`config.mk`:
```
export PLATFORM = sky130hd
export DESIGN_NAME = imem_loader
export DESIGN_NICKNAME = d
export VERILOG_FILES = /design/src/rtl/imem_loader_pkg.sv /design/src/rtl/imem_loader_byte_word_packer.sv /design/src/rtl/imem_loader.sv
export SDC_FILE = /design/constraint.sdc
export NUM_CORES = 1
export LEC_CHECK = 0
export BUFFER_PORTS_ARGS = -buffer_cell sky130_fd_sc_hd__buf_2
export CAP_MARGIN = 30
export CORE_ASPECT_RATIO = 0.5
export CORE_UTILIZATION = 40
export CTS_CLUSTER_SIZE = 24
export DETAILED_ROUTE_END_ITERATION = 12
export GPL_ROUTABILITY_DRIVEN = 0
export PLACE_DENSITY_LB_ADDON = 0.15
export SLEW_MARGIN = 15
export SYNTH_ARGS = -nofsm -noshare
export SYNTH_HDL_FRONTEND = slang
export SYNTH_HIERARCHICAL = 1
export SYNTH_SLANG_ARGS = --single-unit
```
`constraint.sdc`:
```
create_clock -name clk -period 5 [get_ports clk]
set_input_delay 0.75 -clock clk [delete_from_list [all_inputs] [get_ports clk]]
set_output_delay 0.75 -clock clk [all_outputs]
set_load 0.02 [all_outputs]
```
`src/rtl/imem_loader_pkg.sv`:
```
// rtl/imem_loader_pkg.sv - shared types and defaults for the instruction-memory loader
package imem_loader_pkg;

    typedef enum logic [1:0] {
        FILL = 2'd0,
        LOAD = 2'd1,
        DONE = 2'd2
    } state_t;

    localparam int          IMEM_DEPTH    = 512;
    localparam int          IMEM_AW       = 9;
    localparam logic [31:0] IMEM_NOP_WORD = 32'h0000_0013;

endpackage

```
`src/rtl/imem_loader_byte_word_packer.sv`:
```
// rtl/imem_loader_byte_word_packer.sv - little-endian byte-to-word assembler
//
// Ports:
//   clk, rst           clock, synchronous active-low reset
//   accept_i           a host byte is handshaken this cycle
//   byte_data_i        the handshaken byte
//   byte_last_i        the handshaken byte ends the stream
//   word_valid_o       this handshake completes a word (lane 3)
//   word_o             assembled word, valid with word_valid_o
//   partial_on_last_o  stream ends on lane 0..2
module byte_word_packer (
    input  logic        clk,
    input  logic        rst,
    input  logic        accept_i,
    input  logic [7:0]  byte_data_i,
    input  logic        byte_last_i,
    output logic        word_valid_o,
    output logic [31:0] word_o,
    output logic        partial_on_last_o
);

    logic [1:0] idx_q;
    logic [7:0] lane0_q;
    logic [7:0] lane1_q;
    logic [7:0] lane2_q;

    // Lane 3 is taken straight from the incoming byte so the completed word
    // is available on the 4th handshake itself; the parent registers it.
    assign word_valid_o      = accept_i && (idx_q == 2'd3);
    assign word_o            = {byte_data_i, lane2_q, lane1_q, lane0_q};
    assign partial_on_last_o = accept_i && byte_last_i && (idx_q != 2'd3);

    always_ff @(posedge clk) begin
        if (!rst) begin
            idx_q   <= 2'd0;
            lane0_q <= 8'd0;
            lane1_q <= 8'd0;
            lane2_q <= 8'd0;
        end else if (accept_i) begin
            idx_q <= idx_q + 2'd1;
            case (idx_q)
                2'd0:    lane0_q <= byte_data_i;
                2'd1:    lane1_q <= byte_data_i;
                2'd2:    lane2_q <= byte_data_i;
                default: ;
            endcase
        end
    end

endmodule

```
`src/rtl/imem_loader.sv`:
```
// rtl/imem_loader.sv - NOP-fills instruction memory, then loads it from a host byte stream
//
// Ports:
//   clk, rst                      clock, synchronous active-low reset
//   byte_valid/data/last/ready    host byte stream (little-endian words)
//   mem_we/mem_addr/mem_wdata     instruction-memory write port
//   core_hold                     holds the core in reset until loading is done
//   load_done                     sticky completion flag
//   word_count                    stream words written (saturates at DEPTH)
//   err_partial, err_overflow     sticky stream errors
//   checksum                      sum of written stream words when
//                                 IMEM_LOADER_CHECKSUM_EN is defined, else 0
module imem_loader
    import imem_loader_pkg::*;
#(
    parameter int          DEPTH    = IMEM_DEPTH,
    parameter int          AW       = IMEM_AW,
    parameter logic [31:0] NOP_WORD = IMEM_NOP_WORD
) (
    input  logic          clk,
    input  logic          rst,
    input  logic          byte_valid,
    input  logic [7:0]    byte_data,
    input  logic          byte_last,
    output logic          byte_ready,
    output logic          mem_we,
    output logic [AW-1:0] mem_addr,
    output logic [31:0]   mem_wdata,
    output logic          core_hold,
    output logic          load_done,
    output logic [AW:0]   word_count,
    output logic          err_partial,
    output logic          err_overflow,
    output logic [31:0]   checksum
);

    localparam logic [AW:0]   DEPTH_CNT = (AW+1)'(DEPTH);
    localparam logic [AW-1:0] LAST_ADDR = AW'(DEPTH - 1);

    state_t        state_q, state_d;
    logic [AW-1:0] fill_q, fill_d;
    logic          byte_ready_q, byte_ready_d;
    logic          mem_we_q, mem_we_d;
    logic [AW-1:0] mem_addr_q, mem_addr_d;
    logic [31:0]   mem_wdata_q, mem_wdata_d;
    logic          core_hold_q, core_hold_d;
    logic          load_done_q, load_done_d;
    logic [AW:0]   word_count_q, word_count_d;
    logic          err_partial_q, err_partial_d;
    logic          err_overflow_q, err_overflow_d;

    logic          accept;
    logic          word_valid;
    logic [31:0]   word;
    logic          partial_on_last;
    logic          stream_we;

    // byte_ready_q is only ever high in LOAD, so it alone qualifies the handshake.
    assign accept = byte_valid && byte_ready_q;

    byte_word_packer u_packer (
        .clk               (clk),
        .rst               (rst),
        .accept_i          (accept),
        .byte_data_i       (byte_data),
        .byte_last_i       (byte_last),
        .word_valid_o      (word_valid),
        .word_o            (word),
        .partial_on_last_o (partial_on_last)
    );

    // A completed word is written only while memory still has room.
    assign stream_we = (state_q == LOAD) && word_valid && (word_count_q != DEPTH_CNT);

    always_comb begin
        state_d        = state_q;
        fill_d         = fill_q;
        mem_we_d       = 1'b0;
        mem_addr_d     = mem_addr_q;
        mem_wdata_d    = mem_wdata_q;
        word_count_d   = word_count_q;
        err_partial_d  = err_partial_q;
        err_overflow_d = err_overflow_q;

        case (state_q)
            FILL: begin
                mem_we_d    = 1'b1;
                mem_addr_d  = fill_q;
                mem_wdata_d = NOP_WORD;
                fill_d      = fill_q + AW'(1);
                if (fill_q == LAST_ADDR) begin
                    state_d = LOAD;
                end
            end
            LOAD: begin
                if (stream_we) begin
                    mem_we_d     = 1'b1;
                    mem_addr_d   = word_count_q[AW-1:0];
                    mem_wdata_d  = word;
                    word_count_d = word_count_q + (AW+1)'(1);
                end else if (word_valid) begin
                    err_overflow_d = 1'b1;
                end
                if (accept && byte_last) begin
                    state_d = DONE;
                    if (partial_on_last) begin
                        err_partial_d = 1'b1;
                    end
                end
            end
            DONE: ;
            default: state_d = FILL;
        endcase

        // Keyed off state_q so ready rises only after the last NOP write is
        // presented, and the core is released only after the final stream write.
        byte_ready_d = (state_q == LOAD) && (state_d == LOAD);
        core_hold_d  = (state_q != DONE);
        load_done_d  = (state_q == DONE);
    end

    always_ff @(posedge clk) begin
        if (!rst) begin
            state_q        <= FILL;
            fill_q         <= '0;
            byte_ready_q   <= 1'b0;
            mem_we_q       <= 1'b0;
            mem_addr_q     <= '0;
            mem_wdata_q    <= '0;
            core_hold_q    <= 1'b1;
            load_done_q    <= 1'b0;
            word_count_q   <= '0;
            err_partial_q  <= 1'b0;
            err_overflow_q <= 1'b0;
        end else begin
            state_q        <= state_d;
            fill_q         <= fill_d;
            byte_ready_q   <= byte_ready_d;
            mem_we_q       <= mem_we_d;
            mem_addr_q     <= mem_addr_d;
            mem_wdata_q    <= mem_wdata_d;
            core_hold_q    <= core_hold_d;
            load_done_q    <= load_done_d;
            word_count_q   <= word_count_d;
            err_partial_q  <= err_partial_d;
            err_overflow_q <= err_overflow_d;
        end
    end

`ifdef IMEM_LOADER_CHECKSUM_EN
    logic [31:0] checksum_q, checksum_d;

    always_comb begin
        checksum_d = checksum_q;
        if (stream_we) begin
            checksum_d = checksum_q + word;
        end
    end

    always_ff @(posedge clk) begin
        if (!rst) begin
            checksum_q <= '0;
        end else begin
            checksum_q <= checksum_d;
        end
    end

    assign checksum = checksum_q;
`else
    assign checksum = '0;
`endif

    assign byte_ready   = byte_ready_q;
    assign mem_we       = mem_we_q;
    assign mem_addr     = mem_addr_q;
    assign mem_wdata    = mem_wdata_q;
    assign core_hold    = core_hold_q;
    assign load_done    = load_done_q;
    assign word_count   = word_count_q;
    assign err_partial  = err_partial_q;
    assign err_overflow = err_overflow_q;

endmodule

```
# Word level (Yosys, flattened, before mapping)
# Cells that the tools add are included.
word_totals:
  ff_bits: 94
  output_inout_bits: 89
  word_cells: 56
op_classes:
  add_sub_neg: 3
  n_eq_ne: 11
  mux: 9
  bitwise: 1
  reduce_logical: 17
op_table:
  columns: ["op", "n"]
  rows:
  - ["one-hot mux 32 bit (2 select lines)", 1]
  - ["two-way mux 32 bit", 1]
  - ["one-hot mux 9 bit (2 select lines)", 1]
  - ["adder 10 x 1 -> 10 bit (second input constant)", 1]
  - ["inequality test 10 bit (second input constant)", 1]
  - ["AND reduction 2 bit", 5]
  - ["adder 9 x 1 -> 9 bit (second input constant)", 1]
  - ["equality test 9 bit (second input constant)", 1]
  - ["two-way mux 9 bit", 1]
  - ["logical AND 1 bit", 7]
  - ["equality test 2 x 1 -> 1 bit (second input constant)", 3]
  - ["equality test 2 bit (second input constant)", 3]
  - ["inequality test 2 bit (second input constant)", 3]
  - ["one-hot mux 2 bit (3 select lines)", 1]
  - ["AND reduction 3 bit", 2]
  - ["zero test 2 bit", 2]
  - ["two-way mux 2 bit", 2]
  - ["adder 2 x 1 -> 2 bit (second input constant)", 1]
  - ["one-hot mux 1 bit (2 select lines)", 1]
  - ["nonzero test 2 bit", 1]
  - ["two-way mux 1 bit", 1]
  - ["inverter 1 bit", 1]

# Logic depth before layout (Yosys ltp)
# Gate-level depths: netlist (run 1).
logic_depth:
  depth_word: 6
  depth_mapped: 9
  ltp_nobuf: 6

# Cells and area by module
# The synthesis (run 1) kept the hierarchy.
by_module_without_submodules:
  columns: ["module", "instances", "cells_per_inst", "area_each_um2", "seq_area_each_um2"]
  rows:
  - ["imem_loader", 1, 304, 2937.8, 1361.3]
  - ["byte_word_packer", 1, 110, 1152.4, 520.5]

# Worst setup path after synthesis (run 1)
# Ideal clock, no wire load.
synth_timing:
  path_type: "input port to flip-flop"
  from: "in byte_valid"
  to: "reg word_count_q[9] (netlist: word_count[9])"
  t_arrival_ns: 2.213
  path_slack_ns: 2.716
  stages: 7
  n_path_buf: 1
  path_cell_list: "and2_1 > buf_6 > and2_2 > and3b_2 > nand4_2 > or4_1 > a21oi_1"
synth_between:
  elab_chain_len: 5
synth_rtl:
  columns: ["item", "line_no", "source"]
  rows:
  - ["start: declaration", "imem_loader.sv:22", "input logic byte_valid,"]
  - ["logical AND 1 bit", "imem_loader.sv:59", "assign accept = byte_valid && byte_ready_q;"]
  - ["logical AND 1 bit", "imem_loader_byte_word_packer.sv:29", "assign word_valid_o = accept_i && (idx_q == 2'd3);"]
  - ["net word_valid", "imem_loader.sv:53", "logic word_valid;"]
  - ["logical AND 1 bit (2 in series)", "imem_loader.sv:73", "assign stream_we = (state_q == LOAD) && word_valid && (word_count_q != DEPTH_CNT);"]
  - ["AND reduction 2 bit (no source line)", null, null]
  - ["end signal: assignment", "imem_loader.sv:144", "word_count_q <= word_count_d;"]
  - ["end: declaration", "imem_loader.sv:48", "logic [AW:0] word_count_q, word_count_d;"]
# The timed path passes the listed nets, and every way through them passes these cells.
# A chain may end at the register's enable or synchronous reset.

# Worst setup path after layout (run 1)
layout_timing:
  from: "in byte_valid"
  to: "reg mem_wdata_q[30] (netlist: mem_wdata[30])"
layout_between:
  elab_chain_len: 6
layout_rtl:
  columns: ["item", "line_no", "source"]
  rows:
  - ["logical AND 1 bit", "imem_loader.sv:59", null]
  - ["net accept", "imem_loader.sv:52", "logic accept;"]
  - ["logical AND 1 bit", "imem_loader_byte_word_packer.sv:29", null]
  - ["net word_valid", "imem_loader.sv:53", null]
  - ["logical AND 1 bit (2 in series)", "imem_loader.sv:73", null]
  - ["inequality test 2 bit (no source line)", null, null]
  - ["AND reduction 2 bit (no source line)", null, null]
  - ["end signal: assignment", "imem_loader.sv:141", "mem_wdata_q <= mem_wdata_d;"]
  - ["end: declaration", "imem_loader.sv:45", "logic [31:0] mem_wdata_q, mem_wdata_d;"]
# The timed path passes the listed nets, and every way through them passes these cells.

==> key figures, run 1 <==
Min path
  – Worst Hold Class: reg2reg
  – Hold-critical path depth: 2

Global route
  – Remaining global-route overflow: 0
  – Met2 usage: 26.34%
  – Gr busiest metal: met2
  – Tot GR Track Use: 16.60%
  – Global-route wire length before repair: 13430 um
  – Initial antenna violation count: 0
  – Largest net degree at the start of global routing: 56
  – Met3 usage: 4.596%
  – Met1 Use GR: 21.84%
  – Vias in the first global route: 2572

Worst setup path
  – WP data required: 5270 ps
  – Crit path kind: in2reg
  – Levels on crit path: 8
  – R2r worst-path depth: 7
  – CP delay by family, top: simple AND/OR/NAND/NOR gates
  – CP max stage cell: or2_1
  – Crit-path max cell delay: 690 ps
  – Arr. time, crit path: 3290 ps
  – Worst setup SP type: primary input
  – Number of buffers and inverters on the critical path: 2
  – CP endpoint kind: flop
  – Crit path cell chain: buf_2, and2_1, and2_2, nand3b_1, a41oi_1, buf_4, or2_1, mux2i_1
  – Worst Path Max Fanout: 20

Floorplan
  – Initial Utilization: 42.18%
  – Die Y: 73.51 um
  – Ports: 101
  – Die area: 10660 um2
  – FP Rows: 25
  – Chip Width: 145.0 um
  – Core area: 9697 um2

Timing
  – Final period util: 60.53%
  – RSZ-0062 raised after global routing: false
  – Setup Skew: 9.482 ps
  – Fmax: 330.4 MHz
  – Setup TNS: 0 ps
  – Headroom to the max-slew limit: 43.19%
  – Worst Tran Pin Value: 852.1 ps
  – Final setup fails: 0
  – Final Max Slew Viols: 0
  – Min Tclk post-route: 3026 ps
  – Hold violation count in the final report: 0

Clock network
  – Max clock buf depth: 2
  – Clock buffer count from CTS: 9
  – Resize count post-CTS: 0
  – Root Buffer: clkbuf_16
  – Clock Latency Late Sink: 340 ps
  – Hold_buf cts: 0
  – CTS Sinks: 94
  – CTS tree: yes
  – Clock transition at path regs: 60 ps
  – Htree depth: 3
  – Number of setup buffers added after CTS: 0

Yosys
  – Sequential fraction of the synthesis area: 46.01%
  – Syn_area_per_cell: 9.880 um2
  – Synth cell types: 47
  – Prevailing post-synth register cell: dfxtp_1
  – #FFs+latches synth: 94
  – Post-Synthesis Cell Area: 4090 um2
  – Fraction of post-synthesis cell area in the top cell type by area: 46.01%
  – Top cells by area, synth: dfxtp_1 (46%), mux2i_1 (11%), buf_4 (8.1%)
  – Top cell type by total area after synthesis: dfxtp_1
  – Synth Instances: 414
  – Post-synth EDFFs: 0
  – Synth top cells by count: dfxtp_1 (94), nand2_1 (63), buf_4 (44)
  – Ys async rst share: 0%
  – Top-count cell post-synth: dfxtp_1
  – Synth warn: 6

Layout
  – ANT cells: 0
  – Area grow syn2layout: 13.12%
  – Fraction of layout cells with a size suffix above 1: 21.02%
  – Fillers: 944
  – Design Area, Final: 4627 um2
  – Nets: 486

Detailed routing
  – Drt pass-1 iters: 4
  – DRC: 0
  – Total number of vias: 2892
  – Via/cell ratio: 4.772
  – DR WL/cell: 13.73 um
  – Final WL: 8323 um
  – Post-route ant nets: 0
  – Initial drt markers: 116

Power
  – Worst IR drop on VDD: 0.1599 mV
  – Pwr Density: 330.6 nW/um2
  – P_leak: 2.244 nW

Flow run
  – Max_cap viols: 0

Placed design
  – Port bufs: 68
  – DP HPWL: 5626 um
  – Placed instance area: 4312 um2

Status
  – Status: complete, no violations
power breakdown:
part / total (mW) / internal (mW) / switching (mW)
clock network: 0.714 / 0.410 / 0.304
registers: 0.757 / 0.753 / 0.00394
logic: 0.0583 / 0.0121 / 0.0462
total: 1.53 / 1.18 / 0.354
worst register-to-register path: cells and delay by family, from the launching register on:
family          cells  cell delay, ps
compound gates      1             220
mux                 1             250
simple gates        4            1750
flops               1             330
buf+inv             1             260
final timing paths:
path | start | endpoint | slack (ps)
max | byte_valid | mem_wdata[30] | 1970
min | u_packer/lane0_q[4] | mem_wdata[4] | 450
min reg2reg | u_packer/lane0_q[4] | mem_wdata[4] | 450
max reg2reg | byte_ready | mem_wdata[30] | 2130
stage by stage:
stage / hold slack, ps / utilization [%] / cells / power [mW] / setup WS (ps)
6_report: 446.2 / 47.72 / 606 / 1.530 / 1974
5_1_grt: 467.2 / 47.72 / 606 / 1.593 / 1750
4_1_cts: 447.7 / 47.72 / 606 / 1.551 / 1955
3_5_place_dp: 438.3 / 44.46 / 590 / 0.8333 / 1580
3_3_place_gp: 443.0 / 44.46 / 590 / 0.8335 / 1628
2_1_floorplan: 423.6 / - / 445 / 0.8438 / 2716
cell usage in the layout (no fill, tap or decap), drive strengths merged, types with 2 or more instances in the layout:
cell	Yosys	final
a21oi	7	7
a22o	20	20
and2	7	7
and3	4	4
and3b	3	3
buf	53	73
clkbuf	10	10
clkinv	0	2
conb	1	32
dfxtp	94	94
ha	8	8
inv	10	13
mux2i	43	43
nand2	66	66
nand3	4	4
nand4	7	7
nor2	18	18
nor2b	3	3
nor3	2	2
nor4	2	2
o211a	9	9
o21ai	12	12
o31ai	5	5
or4	2	2
xnor2	4	4
xor2	8	8
flip-flops by register name, indices dropped and copies added, names as in the netlist:
signal            flops
mem_wdata            32
word_count           10
err_partial           1
u_packer/lane0_q      8
u_packer/lane2_q      8
u_packer/idx_q        2
core_hold             1
fill_q                9
byte_ready            1
err_overflow          1
mem_addr              9
state_q               2
u_packer/lane1_q      8
load_done             1
mem_we                1
metal layers:
metal | up-vias | share of wire, % | wire length (um)
met1 | 1355 | 51 | 4267
met5 | - | 0 | 0
li1 | 1449 | - | -
met4 | 0 | 1.3 | 105
met3 | 11 | 4.3 | 359
met2 | 77 | 43 | 3590
layout make-up:
cell class | instances | area, um2 | area share (%)
Clock buffer | 10 | 239.0 | 5.165
Tap cell | 135 | 168.9 | 3.651
Multi-Input combinational cell | 278 | 1846 | 39.89
Clock inverter | 6 | 76.32 | 1.650
Sequential cell | 94 | 1882 | 40.67
Inverter | 10 | 37.54 | 0.8112
Timing Repair Buffer | 73 | 377.9 | 8.167
kinds of logic (layout without fill, tap and decap cells):
logic type                 after synthesis  after routing  synth area share (%)
adders and majority gates                8              8                 2.447
and+or+nand+nor                        123            123                 15.57
AOI/OAI and AO/OA                       60             60                 11.07
muxes                                   43             43                 10.52
xor gates and xnor gates                12             12                 2.570
DFF                                     94             94                 46.01
other                                    1             32               0.09168
buffers and inverters                   73             99                 11.72
Note: power is estimated with default switching activity, not from simulation.
==> run 2, diff against run 1 <==
==> constraint.sdc (replaced) <==
create_clock -name clk -period 2.7 [get_ports clk]
set_input_delay 0.405 -clock clk [delete_from_list [all_inputs] [get_ports clk]]
set_output_delay 0.405 -clock clk [all_outputs]
set_load 0.02 [all_outputs]
==> key figures, run 2 (synthesis gave the netlist of run 1 again) <==
Worst setup path
  – FF-to-FF Start: u_packer/idx_q[0] (was byte_ready)
  – Crit-path max cell delay: 410 ps (was 690 ps)
  – WP data required: 2950 ps (was 5270 ps)
  – R2r setup slk: 670 ps (was 2130 ps)
  – Worst Path Max Fanout: 20 (unchanged)
  – Crit path kind: reg2reg (was in2reg)
  – Cell mode on critical path: buf_4
  – Number of buffers and inverters on the critical path: 2 (unchanged)
  – CP endpoint kind: flop (unchanged)
  – Arr. time, crit path: 2280 ps (was 3290 ps)
  – Worst setup SP type: flop (was primary input)
  – CP Launch Point: u_packer/idx_q[0] (was byte_valid)
  – Crit path cell chain: ha_1, and2_2, nand3b_1, a41oi_1, buf_4, nor3_2, buf_4, a22o_1 (was buf_2, and2_1, and2_2, nand3b_1, a41oi_1, buf_4, or2_1, mux2i_1)
  – CP max stage cell: dfxtp_1 (was or2_1)
  – CP delay by family, top: buffers and inverters (was simple AND/OR/NAND/NOR gates)

Min path
  – Hold Crit Start: byte_data[1] (was u_packer/lane0_q[4])
  – Worst Hold Class: in2reg (was reg2reg)

Clock network
  – Hold_buf cts: 0 (unchanged)
  – Number of setup buffers added after CTS: 0 (unchanged)
  – CTS tree: yes (unchanged)
  – Htree depth: 3 (unchanged)
  – Clock buffer count from CTS: 9 (unchanged)
  – Resize count post-CTS: 0 (unchanged)
  – Max clock buf depth: 2 (unchanged)
  – Clock Latency Late Sink: 350 ps (was 340 ps)
  – Clock transition at path regs: 70 ps (was 60 ps)
  – CTS Sinks: 94 (unchanged)
  – Root Buffer: clkbuf_16 (unchanged)

Floorplan
  – Initial Utilization: 42.18% (unchanged)
  – FP Rows: 25 (unchanged)
  – Chip Width: 145.0 um (unchanged)
  – Core area: 9697 um2 (unchanged)
  – Die area: 10660 um2 (unchanged)
  – Ports: 101 (unchanged)
  – Die Y: 73.51 um (unchanged)

Global route
  – Remaining global-route overflow: 0 (unchanged)
  – Tot GR Track Use: 17.04% (was 16.60%)
  – Initial antenna violation count: 0 (unchanged)
  – Largest net degree at the start of global routing: 59 (was 56)
  – Global-route wire length before repair: 13730 um (was 13430 um)
  – Vias in the first global route: 2633 (was 2572)

Layout
  – Most common cell after layout, fill and taps aside: dfxtp_1 (unchanged)
  – Fin cells: 610 (was 606)
  – Largest register FFs: 32 (unchanged)
  – ANT cells: 0 (unchanged)
  – Final core occ: 47.79% (was 47.72%)
  – Nets: 490 (was 486)
  – Design Area, Final: 4634 um2 (was 4627 um2)
  – Fraction of layout cells with a size suffix above 1: 21.47% (was 21.02%)
  – Area grow syn2layout: 13.31% (was 13.12%)
  – Most frequent cells in the layout: dfxtp_1 (94), buf_2 (68), nand2_1 (63) (unchanged)

Detailed routing
  – DR WL/cell: 13.88 um (was 13.73 um)
  – Final WL: 8464 um (was 8323 um)
  – Total number of vias: 2879 (was 2892)
  – Drt pass-1 iters: 4 (unchanged)
  – DRC: 0 (unchanged)
  – Via/cell ratio: 4.720 (was 4.772)
  – Post-route ant nets: 0 (unchanged)
  – Initial drt markers: 105 (was 116)

Timing
  – Fmax: 491.8 MHz
  – Worst Tran Pin Value: 852.9 ps (was 852.1 ps)
  – Final period util: 75.31%
  – Setup Skew: 11.42 ps (was 9.482 ps)
  – Final setup fails: 0 (unchanged)
  – Headroom to the max-slew limit: 43.14% (was 43.19%)
  – Hold violation count in the final report: 0 (unchanged)
  – Min Tclk post-route: 2033 ps
  – Setup TNS: 0 ps (unchanged)
  – RSZ-0062 raised after global routing: false (unchanged)
  – Final Max Slew Viols: 0 (unchanged)

Status
  – Status: complete, no violations (unchanged)

Power
  – P_leak: 2.255 nW (was 2.244 nW)
  – Worst IR drop on VDD: 0.2662 mV (was 0.1599 mV)
  – Pwr Density: 587.5 nW/um2 (was 330.6 nW/um2)

Placed design
  – Placed instance area: 4354 um2 (was 4312 um2)
  – Cells after DPL: 594 (was 590)
  – Port bufs: 68 (unchanged)
  – DP HPWL: 5729 um (was 5626 um)

Flow run
  – Max_cap viols: 0 (unchanged)
[run 2: metrics by stage]
step | hold slack (ps) | power, mW | setup WS, ps
5_1_grt | 270.1 | 2.829 | 435.3
3_3_place_gp | 438.8 | 1.546 | 698.3
4_1_cts | 272.4 | 2.755 | 658.2
3_5_place_dp | 439.1 | 1.545 | 642.8
2_1_floorplan | 423.6 | 1.563 | 692.7
6_report | 285.4 | 2.723 | 666.5
[run 2: cell type report]
class | count | area [um2]
fill | 958 | 5062
sequential | 94 | 1882
multi-input combinational | 278 | 1846
timing repair buffer | 77 | 420.4
clock buffer | 10 | 229.0
tap | 135 | 168.9
clock inverter | 6 | 51.30
inverter | 10 | 37.54
[run 2: worst register-to-register path, stage by stage, from the launching register on]
cell	delay (ps)
dfxtp_1	410
ha_1	200
and2_2	160
nand3b_1	170
a41oi_1	250
buf_4	260
nor3_2	60
buf_4	220
a22o_1	210
[run 2: path summary, 6_finish.rpt]
check,endpoint,depth (start not counted)
setup / recovery,mem_wdata[11],8
hold / removal,mem_wdata[25],2
setup reg to reg,mem_wdata[11],8
hold reg to reg,mem_wdata[4],2
[run 2: report_power, final]
part / leakage [nW] / total (mW) / internal [mW] / switching, mW
clock network: 0.140 / 1.21 / 0.641 / 0.568
registers: 0.759 / 1.40 / 1.40 / 0.00770
logic: 1.36 / 0.110 / 0.0234 / 0.0866
[run 2: layer usage]
layer	global-route usage (%)	routed length (um)	part of all wire (%)
met4	5.910	72	0.85
met1	23.13	4347	51
met3	6.087	421	5.0
met5	0	0	0
met2	25.00	3622	43
